File: src/rtl/ask4_pkg.sv
// Shared constants and level helpers for the 4-ASK transmit test source.
// Levels are signed 1s17; the outer level 3A is computed wide and clamped.
package ask4_pkg;

   localparam int LVL_W = 18;
   localparam int LFSR_W = 15;

   localparam logic [LFSR_W-1:0] LFSR_SEED_DEF = 15'h0001;

   // Gray-coded symbol alphabet, ordered from most negative to most positive level
   localparam logic [1:0] SYM_M3 = 2'b00;
   localparam logic [1:0] SYM_M1 = 2'b01;
   localparam logic [1:0] SYM_P1 = 2'b11;
   localparam logic [1:0] SYM_P3 = 2'b10;

   typedef logic signed [LVL_W-1:0] level_t;
   typedef logic signed [LVL_W+1:0] wide_t;

   localparam level_t LVL_MAX = 18'sd131071;
   localparam level_t LVL_MIN = -18'sd131072;
   localparam wide_t WIDE_MAX = 20'sd131071;
   localparam wide_t WIDE_MIN = -20'sd131072;

   function automatic level_t sat_level(input wide_t v);
      level_t r;
      if (v > WIDE_MAX) begin
         r = LVL_MAX;
      end else if (v < WIDE_MIN) begin
         r = LVL_MIN;
      end else begin
         r = level_t'(v[LVL_W-1:0]);
      end
      return r;
   endfunction

   // Negated terms are also clamped: -A and -3A can exceed +131071 for negative A
   function automatic level_t map_level(input logic [1:0] sym, input level_t a);
      wide_t a_w;
      wide_t a3_w;
      level_t r;
      a_w  = {{2{a[LVL_W-1]}}, a};
      a3_w = (a_w <<< 1) + a_w;
      case (sym)
         SYM_M3:  r = sat_level(-a3_w);
         SYM_M1:  r = sat_level(-a_w);
         SYM_P3:  r = sat_level(a3_w);
         default: r = a;
      endcase
      return r;
   endfunction

endpackage

File: src/rtl/prbs15_2step.sv
// PRBS15 (x^15+x^14+1) Fibonacci LFSR advanced two steps per strobe.
// Reloads the seed from the all-zero lock-up state and flags the period wrap.
module prbs15_2step
   import ask4_pkg::*;
#(
   parameter logic [LFSR_W-1:0] SEED = LFSR_SEED_DEF
) (
   input  logic       clk,
   input  logic       reset,
   input  logic       step_en,
   output logic [1:0] sym_next,
   output logic       wrap
);

   logic [LFSR_W-1:0] state;
   logic [LFSR_W-1:0] nxt;

   function automatic logic [LFSR_W-1:0] step1(input logic [LFSR_W-1:0] s);
      return {s[LFSR_W-2:0], s[LFSR_W-1] ^ s[LFSR_W-2]};
   endfunction

   always_comb begin
      nxt = step1(step1(state));
      if (state == '0) begin
         nxt = SEED;
      end
   end

   assign sym_next = nxt[1:0];

   // wrap is a registered one-clk pulse following the strobe that returns to the seed
   always_ff @(posedge clk) begin
      if (reset) begin
         state <= SEED;
         wrap  <= 1'b0;
      end else begin
         wrap <= step_en && (nxt == SEED);
         if (step_en) begin
            state <= nxt;
         end
      end
   end

endmodule

File: src/rtl/ask4_tx_symbol_gen.sv
// 4-ASK transmit test source: PRBS symbols, Gray-mapped sample-rate levels,
// delayed reference symbols for the receiver compare and a PRBS-wrap pulse.
module ask4_tx_symbol_gen
   import ask4_pkg::*;
#(
   parameter int                SYM_DELAY  = 2,
   parameter bit                ZERO_STUFF = 1'b1,
   parameter logic [LFSR_W-1:0] LFSR_SEED  = LFSR_SEED_DEF
) (
   input  logic                    clk,
   input  logic                    reset,
   input  logic                    sym_clk_en,
   input  logic                    smp_clk_en,
   input  logic signed [LVL_W-1:0] ref_level,
   output logic        [1:0]       sym_out,
   output logic signed [LVL_W-1:0] map_out,
   output logic        [1:0]       sym_ref,
   output logic                    clear_accum
);

   logic [1:0] sym_next;
   logic       pend;
   logic [1:0] dly [SYM_DELAY];

   prbs15_2step #(
      .SEED(LFSR_SEED)
   ) u_prbs (
      .clk      (clk),
      .reset    (reset),
      .step_en  (sym_clk_en),
      .sym_next (sym_next),
      .wrap     (clear_accum)
   );

   // pend marks a symbol not yet placed on a sample; a coincident sample consumes it at once
   always_ff @(posedge clk) begin
      if (reset) begin
         sym_out <= '0;
         map_out <= '0;
         pend    <= 1'b0;
      end else begin
         if (sym_clk_en) begin
            sym_out <= sym_next;
         end
         if (sym_clk_en && smp_clk_en) begin
            map_out <= map_level(sym_next, ref_level);
            pend    <= 1'b0;
         end else if (smp_clk_en) begin
            if (pend) begin
               map_out <= map_level(sym_out, ref_level);
               pend    <= 1'b0;
            end else if (ZERO_STUFF) begin
               map_out <= '0;
            end
         end else if (sym_clk_en) begin
            pend <= 1'b1;
         end
      end
   end

   always_ff @(posedge clk) begin
      if (reset) begin
         for (int i = 0; i < SYM_DELAY; i++) begin
            dly[i] <= '0;
         end
      end else if (sym_clk_en) begin
         dly[0] <= sym_out;
         for (int i = 1; i < SYM_DELAY; i++) begin
            dly[i] <= dly[i-1];
         end
      end
   end

   assign sym_ref = dly[SYM_DELAY-1];

endmodule

File: config.mk
export PLATFORM = sky130hd
export DESIGN_NAME = ask4_tx_symbol_gen
export DESIGN_NICKNAME = d
export VERILOG_FILES = /design/src/rtl/ask4_pkg.sv /design/src/rtl/prbs15_2step.sv /design/src/rtl/ask4_tx_symbol_gen.sv
export SDC_FILE = /design/constraint.sdc
export NUM_CORES = 1
export LEC_CHECK = 0
export CORE_UTILIZATION = 45
export CTS_BUF_LIST = sky130_fd_sc_hd__clkbuf_4 sky130_fd_sc_hd__clkbuf_8 sky130_fd_sc_hd__clkbuf_16
export CTS_CLUSTER_DIAMETER = 150
export CTS_CLUSTER_SIZE = 25
export DETAILED_ROUTE_END_ITERATION = 7
export DONT_BUFFER_PORTS = 1
export GPL_ROUTABILITY_DRIVEN = 0
export PLACE_DENSITY_LB_ADDON = 0.25
export SYNTH_ARGS = -nofsm -noshare
export SYNTH_HDL_FRONTEND = slang
export SYNTH_SLANG_ARGS = --single-unit
File: constraint.sdc
create_clock -name clk -period 4.57 [get_ports clk]
set_input_delay 0.6855 -clock clk [delete_from_list [all_inputs] [get_ports clk]]
set_output_delay 0.6855 -clock clk [all_outputs]
set_load 0.02 [all_outputs]
==> impl_metrics.py, run 1 <==
metrics = {
    "synth": {
        "synthDistinctLibCells": 76,
        "synth_top_cell_area_share": 0.142,
        "syn_nets": 762,
        "yosys.area.top_type": "dfxtp_1",
        "async_reset_ff_frac": 0,
        "synth.avg_cell_area_um2": 7.23,
        "synth_edf_count": 4,
        "ys_seq_area_frac": 0.165,
        "synthTopCellsByArea": "dfxtp_1 (14%), ha_1 (8.6%), o21ai_0 (6.6%), a21oi_1 (6.4%), xnor2_1 (4.8%)",
        "ys_ff_latch": 40,
        "ys.flop_type": "dfxtp_1",
        "ys_warn_count": 0,
        "syn_inst": 704,
        "syn_area_um2": 5090,
    },
    "sta": {
        "min_period_ps": 4320,
        "fin_skew_ps": 12.3,
        "setup_violations": 0,
        "tightest_slew_ps": 853,
        "rsz0062_at_grt": "no",
        "maxSlewViolCount": 0,
        "setup_tns_ps": 0,
        "fin_crit_sh": 0.946,
        "final-hold-violation-count": 0,
        "fmaxAchievable_mhz": 231,
        "fin_ws_ps": 248,
        "slew_headroom": 0.431,
    },
    "floorplanning": {
        "die-area_um2": 11700,
        "ios": 45,
        "die_w_um": 108,
        "core-area_um2": 10900,
        "rows": 38,
        "initial_core_util": 0.465,
        "die_y_um": 108,
    },
    "power": {
        "comb_power_share": 0.413,
        "p_clk_frac": 0.295,
        "power_density_nw_per_um2": 253,
        "power_leakage_uw": 0.00227,
        "power_frac_seq": 0.291,
        "peakVddDrop_v": 0.000257,
        "swShare": 0.382,
        "switching_power_uw": 539,
        "total_power_uw": 1410,
        "p_int_uw": 870,
    },
    "setup_path": {
        "startpoint_type": "input port",
        "timing.rr.start": "u_prbs.state[9]",
        "crit_path_top_delay_cell": "a2111oi_4",
        "cp_top_family": "simple AND/OR/NAND/NOR gates",
        "crit_start": "ref_level[2]",
        "path_depth": 16,
        "reg2reg_slack_ps": 1590,
        "cp-end-kind": "register",
        "r2r-end": "map_out[9]",
        "critPathRequiredTime_ps": 4760,
        "crit_path_end": "map_out[8]",
        "slowest_delay_ps": 500,
        "cp_num_buf_inv": 3,
        "path_class": "in2reg",
        "worst_ep_arrival_time_ps": 4520,
        "cp_cell_sequence": "inv_1 > ha_1 > a21o_1 > and4_1 > or3_1 > a2111oi_4 > nand2_1 > nor4_1 > o2111ai_1 > and3b_1 > buf_4 > and2_1 > buf_4 > nand2_1 > o211ai_1 > a311oi_1",
        "crit_fanout": 6,
        "rr_worst_depth": 9,
    },
    "clock_network": {
        "root_buffer": "clkbuf_16",
        "cts_buffer_depth": 2,
        "cts_sinks": 40,
        "cts_tree": "yes",
        "cts_made_buffers": 5,
        "clkTransAtPathRegs_ps": 70,
        "post-cts-setup-buffer-count": 0,
        "cts.htree.levels": 2,
        "clock_latency_ps": 290,
    },
    "route": {
        "via_per_inst": 6.71,
        "drc_errors": 0,
        "ant_nets": 0,
        "avgRoutedWirePerCell_um": 21.3,
        "wirelength_um": 18000,
        "drt_iter0_markers": 699,
        "dr.pass1.iters": 6,
        "vias": 5670,
    },
    "global_route": {
        "grt_pass1_wl_um": 28300,
        "grt_start_max_net_pins": 31,
        "grt_pass1_vias": 5453,
        "grt_overflow": 0,
        "grt.total_usage": 0.310,
        "antenna_found_initial": 0,
    },
    "final_layout": {
        "multi_input_area_um2": 3910,
        "num-fill-cells": 1106,
        "n_antenna_cell": 0,
        "final_area_um2": 5570,
        "stdcell_count": 845,
        "area_delta_synth_final_pct": 9.44,
        "nNetsFinal": 762,
        "drive_above_1_share": 0.111,
        "regArea_um2": 841,
    },
    "job": {
        "drv_cap": 0,
    },
    "placement": {
        "dp.cells": 837,
        "port_buffers": 0,
        "pre_cts_ws_ps": -0.583,
        "hpwlAfterDp_um": 13600,
        "placed_cell_area_um2": 5380,
    },
    "min_path": {
        "hold_path.class": "in2reg",
    },
    "outcome": {
        "status": "complete, no violations",
    },
}
==> worst min-delay path by stage <==
stage	cells after the start	to	startpoint	slack, ps
floorplan	1	pend	pend	440
global placement	1	pend	pend	450
detailed placement	1	pend	pend	460
CTS	1	map_out[4]	reset	460
global route	1	map_out[17]	reset	460
finish	1	u_prbs.state[13]	reset	460
==> registers in the layout, summed over array words and instances (netlist names) <==
| signal | count |
|---|---|
| map_out | 18 |
| u_prbs.state | 15 |
| dly | 4 |
| pend | 1 |
| sym_out | 1 |
| u_prbs.wrap | 1 |
==> area by class of cell <==
type | count | area share
clock buffer | 5 | 0.0225
clock inverter | 3 | 0.00854
inverter | 30 | 0.0202
multi-input combinational | 579 | 0.702
sequential | 40 | 0.151
tap | 140 | 0.0315
timing repair buffer | 48 | 0.0647
==> stage by stage <==
stage | hold slack, ps | util
CTS | 457 | 0.508
global route | 458 | 0.509
floorplan | 441 | -
detailed placement | 463 | 0.492
finish | 458 | 0.509
global placement | 452 | 0.492
==> Yosys cell counts (3+ instances only) <==
master,number
o21ai_0,67
a21oi_1,65
nor2_1,62
nand2_1,58
clkbuf_1,42
dfxtp_1,36
ha_1,35
inv_1,29
xnor2_1,28
nand3_1,16
mux2i_1,15
and2_1,13
a21o_1,12
o221ai_1,12
o22ai_1,12
xor2_1,12
a311oi_1,10
nand4_1,10
o211ai_1,10
and3_1,9
nor4_1,8
a22o_1,7
nor3_1,7
or3_1,7
a211oi_1,6
nand2b_1,6
a2111oi_0,5
nor2b_1,5
o2111ai_1,5
a22oi_1,4
a31oi_1,4
and3b_1,4
buf_1,4
buf_4,4
edfxtp_1,4
a211o_1,3
a21oi_2,3
a221o_1,3
a221oi_1,3
nand3b_1,3
nor3b_1,3
o31ai_1,3
==> worst reg2reg max path, delay by kind of cell (launching register included) <==
| kind | cells | cell delay, ps |
|---|---|---|
| simple gates | 6 | 1630 |
| compound gates | 3 | 800 |
| flops | 1 | 390 |
==> kinds of logic after synthesis <==
group,after synthesis,share of synthesized area
xor+xnor,40,0.0688
flops,40,0.165
simple gates,224,0.223
compound gates,264,0.355
buf+inv,85,0.0693
fa+ha+maj,36,0.0900
mux,15,0.0295
==> cells in the final DEF (no fill, tap or decap), types with 13 or more instances in the layout <==
cell,instances
mux2i_1,15
ha_1,35
nand2_1,58
and2_1,13
o21ai_0,67
dfxtp_1,36
nand3_1,16
a21oi_1,65
nor2_1,62
xnor2_1,28
inv_1,29
buf_4,48
==> power groups by stage <==
stage / clock network (µW) / registers, µW / logic, µW
after floorplan: 0 / 410 / 409
after global placement: 0 / 418 / 550
after detailed placement: 0 / 419 / 559
after CTS: 417 / 411 / 562
after global routing: 429 / 413 / 631
final: 416 / 411 / 582
==> routing by layer <==
layer,vias to the layer above,global-route usage,part of all wire
li1,2614,-,-
met1,2612,0.406,0.41
met2,358,0.498,0.45
met3,86,0.0386,0.10
met4,0,0.159,0.047
met5,-,0,0
==> timing repair <==
item                       in CTS  in global routing
setup endpoints to repair       0                  2
hold buffers                    0                  0
resized for setup               0                  2
(Power assumes the default switching activity.)
==> run 2: changes to the inputs <==
- PLACE_DENSITY: not set -> 0.58
- PLACE_DENSITY_LB_ADDON: 0.25 -> not set
==> run 2 against run 1 <==
Against the previous run:
- combinational power is 2% lower
- via count is 0.37% lower
- clock power grew 1%
==> impl_metrics.py, run 2 (same netlist as run 1, synthesis figures left out) <==
metrics = {
    "outcome": {
        "status": "complete, no violations",
    },
    "clock_network": {
        "cts_made_buffers": 5,
        "cts_tree": "yes",
        "cts_sinks": 40,
        "cts.htree.levels": 2,
        "root_buffer": "clkbuf_16",
        "clock_latency_ps": 300,
        "cts_buffer_depth": 2,
        "cts_hold_buf": 0,
        "clkTransAtPathRegs_ps": 70,
        "post-cts-setup-buffer-count": 0,
    },
    "floorplanning": {
        "initial_core_util": 0.465,
        "die_y_um": 108,
        "die-area_um2": 11700,
        "rows": 38,
        "ios": 45,
        "core-area_um2": 10900,
        "die_w_um": 108,
    },
    "power": {
        "total_power_uw": 1410,
        "peakVddDrop_v": 0.000338,
        "swShare": 0.390,
        "power_leakage_uw": 0.00224,
        "power_frac_seq": 0.292,
        "p_int_uw": 858,
        "p_clk_frac": 0.300,
        "comb_power_share": 0.407,
        "power_density_nw_per_um2": 255,
        "switching_power_uw": 548,
    },
    "sta": {
        "tightest_slew_ps": 900,
        "fmaxAchievable_mhz": 231,
        "min_period_ps": 4330,
        "fin_crit_sh": 0.947,
        "final-hold-violation-count": 0,
        "fin_ws_ps": 242,
        "setup_tns_ps": 0,
        "maxSlewViolCount": 0,
        "setup_violations": 0,
        "rsz0062_at_grt": "no",
        "slew_headroom": 0.400,
        "fin_skew_ps": 14.0,
    },
    "final_layout": {
        "area_delta_synth_final_pct": 8.51,
        "top_regs": "map_out x18, u_prbs.state x15, dly x4",
        "final_common_cell": "o21ai_0",
        "largest_register_ffs": 18,
        "n_antenna_cell": 0,
        "nNetsFinal": 756,
        "largest_register": "map_out",
        "drive_above_1_share": 0.103,
        "most-common-layout-cells": "o21ai_0 (67), a21oi_1 (65), nor2_1 (62)",
    },
    "setup_path": {
        "startpoint_type": "input port",
        "timing.rr.start": "u_prbs.state[4]",
        "cp-end-kind": "register",
        "worst_ep_arrival_time_ps": 4500,
        "slowest_delay_ps": 500,
        "crit_fanout": 7,
        "crit_start": "ref_level[2]",
        "path_class": "in2reg",
        "critPathRequiredTime_ps": 4740,
        "crit_top_cell": "a21oi_1",
        "crit_path_top_delay_cell": "a2111oi_4",
        "cp_cell_sequence": "inv_1 > ha_1 > a21o_1 > and4_1 > or3_1 > a2111oi_4 > nand3_2 > nor4_4 > a21oi_1 > a221o_1 > o21ai_0 > a21oi_1 > a2111oi_0 > buf_4 > o22ai_1",
    },
    "min_path": {
        "hp-start": "reset",
        "hold_path.class": "in2reg",
    },
    "global_route": {
        "grt_start_max_net_pins": 31,
        "antenna_found_initial": 0,
        "grt_pass1_wl_um": 27900,
        "grt.total_usage": 0.308,
        "grt_pass1_vias": 5169,
        "grt_overflow": 0,
    },
    "route": {
        "drc_errors": 0,
        "ant_nets": 0,
        "via_per_inst": 6.73,
        "drt_iter0_markers": 536,
        "vias": 5649,
        "avgRoutedWirePerCell_um": 21.8,
        "dr.pass1.iters": 5,
        "wirelength_um": 18300,
    },
    "placement": {
        "port_buffers": 0,
        "pre_cts_ws_ps": -29.2,
        "hpwlAfterDp_um": 13800,
    },
    "job": {
        "drv_cap": 0,
    },
}
==> run 2: area by class of cell <==
class / count / area (µm²)
sequential: 40 / 841
timing repair buffer: 42 / 315
fill: 1093 / 5410
inverter: 30 / 113
tap: 140 / 175
clock buffer: 5 / 125
clock inverter: 3 / 45.0
multi-input combinational: 579 / 3910
==> run 2: metrics by stage <==
| stage | instance area, µm² | util | hold WS, ps | instances |
|---|---|---|---|---|
| detailed placement | 5340 | 0.488 | 470 | 831 |
| global route | 5520 | 0.505 | 452 | 839 |
| finish | 5520 | 0.505 | 457 | 839 |
| global placement | 5340 | 0.488 | 454 | 831 |
| floorplan | 5090 | - | 441 | 704 |
| CTS | 5510 | 0.504 | 458 | 839 |
==> run 2: power by group through the flow <==
stage / Combinational (µW) / Clock [µW] / Sequential [µW]
6_report: 573 / 422 / 411
5_1_grt: 614 / 432 / 414
4_1_cts: 551 / 420 / 411
3_5_place_dp: 548 / 0 / 419
3_3_place_gp: 542 / 0 / 419
2_1_floorplan: 409 / 0 / 410
==> run 2: critical path: cells and delay by family <==
family	cells	cell delay, ps
AO/OA/AOI/OAI	8	2170
AND/OR/NAND/NOR	4	1050
adder cells (fa/ha/maj)	1	250
buffers and inverters	2	310
==> run 2: path summary, 6_finish.rpt <==
| kind | slack, ps | cells past startpoint | to |
|---|---|---|---|
| max reg2reg | 1570 | 9 | map_out[9] |
| min | 460 | 1 | map_out[1] |
| max | 240 | 15 | map_out[14] |
| min reg2reg | 490 | 1 | pend |
==> run 2: layer usage <==
layer,share of wire,global-route usage,routed length (µm)
met5,0,0,0
met4,0.033,0.131,604
met3,0.11,0.0549,2050
met2,0.45,0.489,8140
met1,0.41,0.407,7500
==> run 2: repair_timing <==
action / 4_1_cts / 5_1_grt
endpoints found under the setup margin: 0 / 2
hold endpoints to repair: 0 / 0
resized for setup: 0 / 2
